$ cat config.mk
export PLATFORM = sky130hd
export DESIGN_NAME = ram_loader
export DESIGN_NICKNAME = d
export VERILOG_FILES = /design/src/rtl/ram_loader.sv
export SDC_FILE = /design/constraint.sdc
export NUM_CORES = 1
export LEC_CHECK = 0
export ABC_AREA = 1
export CELL_PAD_IN_SITES_DETAIL_PLACEMENT = 1
export CELL_PAD_IN_SITES_GLOBAL_PLACEMENT = 2
export CORE_MARGIN = 4
export CORE_UTILIZATION = 30
export CTS_CLUSTER_DIAMETER = 100
export DETAILED_ROUTE_END_ITERATION = 16
export HOLD_SLACK_MARGIN = 0.05
export PLACE_DENSITY = 0.83
export SETUP_SLACK_MARGIN = 0.2
export SLEW_MARGIN = 20
export SYNTH_ARGS = -nofsm -noshare
export SYNTH_HDL_FRONTEND = slang
export SYNTH_SLANG_ARGS = --single-unit
export TNS_END_PERCENT = 5
$ cat constraint.sdc
create_clock -name clk -period 2.4 [get_ports clk]
set_clock_uncertainty 0.2 [all_clocks]
set_input_delay 0.24 -clock clk [delete_from_list [all_inputs] [get_ports clk]]
set_output_delay 0.24 -clock clk [all_outputs]
set_load 0.01 [all_outputs]
$ cat src/rtl/ram_loader.sv
// Byte-stream loader for the data RAM: packs bytes little-endian into words and
// writes them to consecutive addresses, tracking progress, completion and checksum.
module ram_loader #(
    parameter int ADDR_WIDTH = 6,
    parameter int DATA_WIDTH = 16,
    parameter int LOAD_WORDS = 1 << ADDR_WIDTH
) (
    input  logic                  clk,
    input  logic                  rst,
    input  logic                  start,
    input  logic                  abort,
    input  logic [7:0]            byte_in,
    input  logic                  byte_valid,
    output logic                  byte_ready,
    output logic [ADDR_WIDTH-1:0] ram_addr,
    output logic [DATA_WIDTH-1:0] ram_data,
    output logic                  ram_we,
    output logic                  busy,
    output logic                  done,
    output logic [ADDR_WIDTH:0]   words_loaded,
    output logic [DATA_WIDTH-1:0] checksum
);

    localparam int BYTES_PER_WORD = DATA_WIDTH / 8;
    localparam int CNT_WIDTH      = (BYTES_PER_WORD > 1) ? $clog2(BYTES_PER_WORD) : 1;
    localparam logic [CNT_WIDTH-1:0]  LAST_IDX   = CNT_WIDTH'(BYTES_PER_WORD - 1);
    localparam logic [ADDR_WIDTH:0]   LOAD_COUNT = (ADDR_WIDTH + 1)'(LOAD_WORDS);

    typedef enum logic [1:0] {
        IDLE,
        COLLECT,
        WRITE
    } state_t;

    state_t                state;
    state_t                state_next;
    logic [CNT_WIDTH-1:0]  byte_cnt;
    logic [DATA_WIDTH-1:0] asm_word;
    logic [DATA_WIDTH-1:0] word_next;
    logic [ADDR_WIDTH:0]   words_inc;
    logic                  accept;
    logic                  last_byte;

    assign byte_ready = (state == COLLECT);
    assign busy       = (state != IDLE);
    assign accept     = byte_ready && byte_valid;
    assign last_byte  = (byte_cnt == LAST_IDX);
    assign words_inc  = words_loaded + 1'b1;

    // Assembly register with the incoming byte merged into its lane.
    always_comb begin
        word_next                   = asm_word;
        word_next[8*byte_cnt +: 8]  = byte_in;
    end

    always_comb begin
        // NOTE: default first so every path assigns state_next and no latch is inferred.
        state_next = state;
        case (state)
            IDLE:    if (start) state_next = COLLECT;
            COLLECT: begin
                if (abort)                      state_next = IDLE;
                else if (accept && last_byte)   state_next = WRITE;
            end
            WRITE: begin
                if (abort || words_inc == LOAD_COUNT) state_next = IDLE;
                else                                  state_next = COLLECT;
            end
            default: state_next = IDLE;
        endcase
    end

    always_ff @(posedge clk or posedge rst) begin
        if (rst) begin
            state <= IDLE;
        end else begin
            // NOTE: non-blocking so every register samples pre-edge values of the others.
            state <= state_next;
        end
    end

    // ram_we is raised on entry to WRITE so it is high exactly for the WRITE cycle.
    always_ff @(posedge clk or posedge rst) begin
        if (rst) begin
            byte_cnt     <= '0;
            asm_word     <= '0;
            ram_addr     <= '0;
            ram_data     <= '0;
            ram_we       <= 1'b0;
            done         <= 1'b0;
            words_loaded <= '0;
            checksum     <= '0;
        end else begin
            ram_we <= 1'b0;
            case (state)
                IDLE: begin
                    if (start) begin
                        byte_cnt     <= '0;
                        asm_word     <= '0;
                        done         <= 1'b0;
                        words_loaded <= '0;
                        checksum     <= '0;
                    end
                end
                COLLECT: begin
                    if (!abort && accept) begin
                        if (last_byte) begin
                            ram_we   <= 1'b1;
                            ram_addr <= words_loaded[ADDR_WIDTH-1:0];
                            ram_data <= word_next;
                            byte_cnt <= '0;
                            asm_word <= '0;
                        end else begin
                            asm_word <= word_next;
                            byte_cnt <= byte_cnt + CNT_WIDTH'(1);
                        end
                    end
                end
                WRITE: begin
                    checksum     <= checksum + ram_data;
                    words_loaded <= words_inc;
                    byte_cnt     <= '0;
                    if (!abort && words_inc == LOAD_COUNT) done <= 1'b1;
                end
                default: ;
            endcase
        end
    end

endmodule

Word level (Yosys, flattened, before mapping)
Cells that the tools add are included.
{"block": "word_totals", "inputBits": 13, "ff_bits": 66}
{"block": "op_classes", "n_shift": 2, "add_sub_neg": 4, "eq_ne": 7, "n_reduce_logical": 17, "muxes": 22}
{"cell": "$pmux 16 s2", "n": 2}
{"cell": "$mux 16", "n": 3}
{"cell": "$neg 4->34", "n": 1}
{"cell": "$shift 8x34->16 const A", "n": 1}
{"cell": "$shiftx 8x34->16", "n": 1}
{"cell": "$add 16x16->16", "n": 1}
{"cell": "$bwmux 16", "n": 1}
{"cell": "$pmux 7 s2", "n": 1}
{"cell": "$reduce_and 3->1", "n": 4}
{"cell": "$mux 1", "n": 8}
{"cell": "$add 7x1->7 const B", "n": 1}
{"cell": "$eq 7x7->1 const B", "n": 1}
{"cell": "$mux 7", "n": 1}
{"cell": "$mux 2", "n": 3}
{"cell": "$pmux 2 s3", "n": 1}
{"cell": "$reduce_bool 2->1", "n": 3}
{"cell": "$logic_and 1x1->1", "n": 4}
{"cell": "$ne 2x2->1 const B", "n": 2}
{"cell": "$reduce_and 2->1", "n": 2}
{"cell": "$ne 3x2->1 const B", "n": 1}
{"cell": "$pmux 1 s3", "n": 1}
{"cell": "$reduce_bool 3->1", "n": 1}
{"cell": "$eq 2x1->1 const B", "n": 1}
{"cell": "$eq 2x2->1 const B", "n": 1}
{"cell": "other kinds (6)", "n": 6}

Depth between registers and ports, before layout
Gate-level depths: netlist (run 1).
{"block": "depth", "ltp_word": 6, "ltp_mapped": 11, "depth_no_buf": 11}

Least setup slack after synthesis (run 1)
OpenSTA, ideal clock, no wires.
{"block": "synth_path", "kind": "reg2reg", "from": "reg ram_data[0]", "to": "reg checksum[12]", "n_path_buf": 0, "setup_slack_ps": 549, "required_time_ps": 2083, "period_less_slack_ps": 1851, "arrival_ps": 1534, "stages_incl_launch_ff": 12, "path_cell_list": "dfrtp_1 ha_1 inv_1 fa_1 inv_1 nand3_1 nand3_1 nand3_1 nand3_1 nand2_1 nand3_1 nand2_1"}
{"block": "synth_via", "elab_chain_cells": 2}
{"element": "from (decl)", "line": "16", "rtl": "output logic [DATA_WIDTH-1:0] ram_data,"}
{"element": "from (signal assigned)", "line": "110", "rtl": "ram_data <= word_next;"}
{"element": "$add 16x16->16", "line": "120", "rtl": "checksum <= checksum + ram_data;"}
{"element": "$pmux 16 s2", "line": "95", "rtl": "case (state)"}
{"element": "to (signal assigned)", "line": "120"}
{"element": "to (decl)", "line": "21", "rtl": "output logic [DATA_WIDTH-1:0] checksum"}
Every way passes these cells.
A chain may end at the register's enable or synchronous reset.

Final worst setup path (run 1)
{"block": "layout_path", "from": "reg checksum[0]", "to": "reg checksum[8]"}
{"block": "layout_via", "elab_chain_cells": 2}
{"element": "$add 16x16->16", "line": "120"}
{"element": "$pmux 16 s2", "line": "95"}
Every way passes these cells.

==> results of run 1 <==
registers in the layout, summed over array words and instances (netlist names):
register	flops
asm_word	9
byte_cnt	1
checksum	16
done	1
ram_addr	6
ram_data	16
ram_we	1
state	2
words_loaded	7
worst max-delay path by stage:
stage | startpoint | endpoint | slack [ns] | cells after the start
4_1_cts | checksum[0] | checksum[8] | 0.33 | 11
2_1_floorplan | rst | asm_word[0] | 0.50 | 1
3_3_place_gp | ram_data[0] | checksum[12] | 0.39 | 11
3_5_place_dp | checksum[0] | checksum[8] | 0.37 | 11
6_report | checksum[0] | checksum[8] | 0.35 | 11
5_1_grt | ram_data[0] | checksum[8] | 0.21 | 11
critical path, stage by stage (launching register included):
cell     delay [ns]
dfrtp_1        0.37
ha_1           0.18
inv_1          0.05
fa_1           0.38
inv_1          0.11
nand3_1        0.08
nand3_1        0.16
nand2_1        0.08
nand2_1        0.09
a21oi_1        0.07
o21ai_0        0.09
nand2_1        0.08
power by group:
group | switching (mW) | leakage, nW | internal, mW | total (mW)
clock network | 0.473 | 0.135 | 0.751 | 1.22
logic | 1.14 | 1.36 | 0.864 | 2.00
registers | 0.260 | 0.790 | 1.30 | 1.56
cell families after synthesis:
kind of cell,Yosys count,share of synthesized area
AO/OA/AOI/OAI,55,0.102
XOR/XNOR,3,0.00773
adder cells (fa/ha/maj),17,0.0648
buffers and inverters,79,0.0982
flip-flops,59,0.434
AND/OR/NAND/NOR,232,0.293
per-stage QoR:
step	hold slack, ns	power (mW)	instance area [sq um]
after floorplan	0.157	2.71	3400
after global placement	0.267	3.56	4160
after detailed placement	0.278	3.61	4160
after CTS	0.109	4.88	4440
after global routing	0.162	5.19	4440
final	0.0930	4.79	4440
area by class of cell:
cell class / count / area (sq um)
sequential: 59 / 1480
tap: 140 / 175
timing repair buffer: 64 / 646
fill: 1356 / 6540
inverter: 72 / 273
clock buffer: 12 / 256
clock inverter: 4 / 25.0
multi-input combinational: 307 / 1590
layer usage:
metal / up-vias / wire (um) / global-route usage
li1: 1530 / - / -
met1: 1466 / 4880 / 0.226
met2: 46 / 4750 / 0.267
met3: 13 / 299 / 0.0312
met4: 0 / 161 / 0.0554
met5: - / 0 / 0
cells in the final DEF (no fill, tap or decap):
cell type	n
and2_1	1
clkdlybuf4s50_1	61
ha_1	16
clkbuf_16	9
a32o_1	1
a21boi_1	1
inv_4	1
nor2_8	1
nor2_1	20
clkbuf_1	1
xor2_1	1
nand3b_1	2
a22o_1	1
a21oi_2	1
nor3_1	3
nor2_2	2
a31oi_1	1
nor2_4	1
o21ai_0	21
clkbuf_8	2
dfrtp_1	59
o21ai_2	13
clkinv_2	2
nand2_1	159
nand3_1	31
buf_4	2
inv_1	69
xnor2_1	2
fa_1	1
a21boi_0	1
nand2_2	3
nand4_1	4
a21oi_1	12
or2_2	2
inv_2	2
clkinvlp_4	2
nand2_4	3
buf_12	1
o22ai_1	3
==> metrics, run 1 <==
status=completed; Fin Setup TNS=0 ns; die span in x=114 um; area of the die=13100 sq um; Critical Path Sink Type=flop; DR vias/cell=4.64; synth warn=0; R2R Path End=checksum[8]; worst slack, placed=0.366 ns; Skew-Pair Late Insertion Delay=0.33 ns; DR iter-0 viols=125; gr usage total=0.166; flop2flop setup slack=0.35 ns; final non-filler cell total=658; Power Dens Cells=1080 nW/um^2; RSZ-0062 raised after global routing=no; post-layout util=0.404; Final Hold Fails=0; hold buffer count at cts=0; largest net degree at the start of global routing=60; number of antenna diodes=0; post-layout min period=2.05 ns; Synth Register Bits=59; syn avg cell area=7.64 sq um; gr ovfl total=0; fin nets=543; Synth top area share=0.434; post-CTS setup buffers=0; R2R Path Start=checksum[0]; dominant cells by area after synthesis=dfrtp_1 (43%), nand2_1 (18%), inv_1 (7.7%); synth cell count leaders=nand2_1 (159), inv_1 (70), dfrtp_1 (59); Post-synth ARST share=1.00; CP Max Fanout=4; Hold WC Path Type=in -> async; first-pass GRT wire length=17.0 mm; required time worst endpoint=2.41 ns; Synth Instances=445; Initial Util=0.310; Rows=38; WL per Instance=15.3 um; post-synthesis sequential area ratio=0.434; H-tree levels=3; syn nets=475; number of synthesized flops with an enable pin=0; core footprint=11000 sq um; Max VDD drop=553 uV; LEAKAGE=2.28 nW; Yosys top cell by area=dfrtp_1; clk slew on worst S/H paths=0.06 ns; CTS Buffer Depth=2; Root Driver=clkbuf_16; layout cells sized above 1=0.0907; IO buf count=61; post-synthesis cell area=3400 sq um; Final ANT Viol Nets=0; Die H=114 um; Netlist cell types=34; Placed Cells=642; vias in the first global route=3274; Tcrit/Tclk final=0.855; Critical Path AT=2.06 ns; area grow syn2layout=30.6%; CTS Sinks=59; Ports=62; Resized Gates After CTS=0; fin. max-slew vios=0; initial antenna violation count=0; ys flop type=dfrtp_1; worst setup margin=0.348 ns; Max Clk Rate=0.487 GHz; via count=3055; number of remaining DRC errors=0; 1st-pass router iterations=4; TritonCTS Buffers=9; Tightest Pin Transition=0.441 ns; CTS tree=yes; Slew HR=0.706; final WL=10.1 mm; CP startpoint kind=flop; worst reg2reg path depth=11; Detail Placement HPWL=7.65 mm; final setup fails=0; GPL Wtd Cong=0.800; CP Class=reg -> reg; number of max-cap violations=0; most frequent cell after synthesis=nand2_1
Note: power is estimated with default switching activity, not from simulation.
==> inputs of run 2 (changes only) <==
--- a/config.mk
+++ b/config.mk
@@ -11,6 +11,7 @@
 export CORE_MARGIN = 4
 export CORE_UTILIZATION = 30
 export CTS_CLUSTER_DIAMETER = 100
+export CTS_CLUSTER_SIZE = 20
 export DETAILED_ROUTE_END_ITERATION = 16
 export HOLD_SLACK_MARGIN = 0.05
 export PLACE_DENSITY = 0.83
==> results of run 2 <==
Final layout, timing and power as in run 1 (identical DEF).
==> inputs of run 3 (changes only) <==
--- a/config.mk
+++ b/config.mk
@@ -15,7 +15,6 @@
 export DETAILED_ROUTE_END_ITERATION = 16
 export HOLD_SLACK_MARGIN = 0.05
 export PLACE_DENSITY = 0.83
-export SETUP_SLACK_MARGIN = 0.2
 export SLEW_MARGIN = 20
 export SYNTH_ARGS = -nofsm -noshare
 export SYNTH_HDL_FRONTEND = slang
==> results of run 3 <==
Final layout, timing and power as in run 1 (identical DEF).
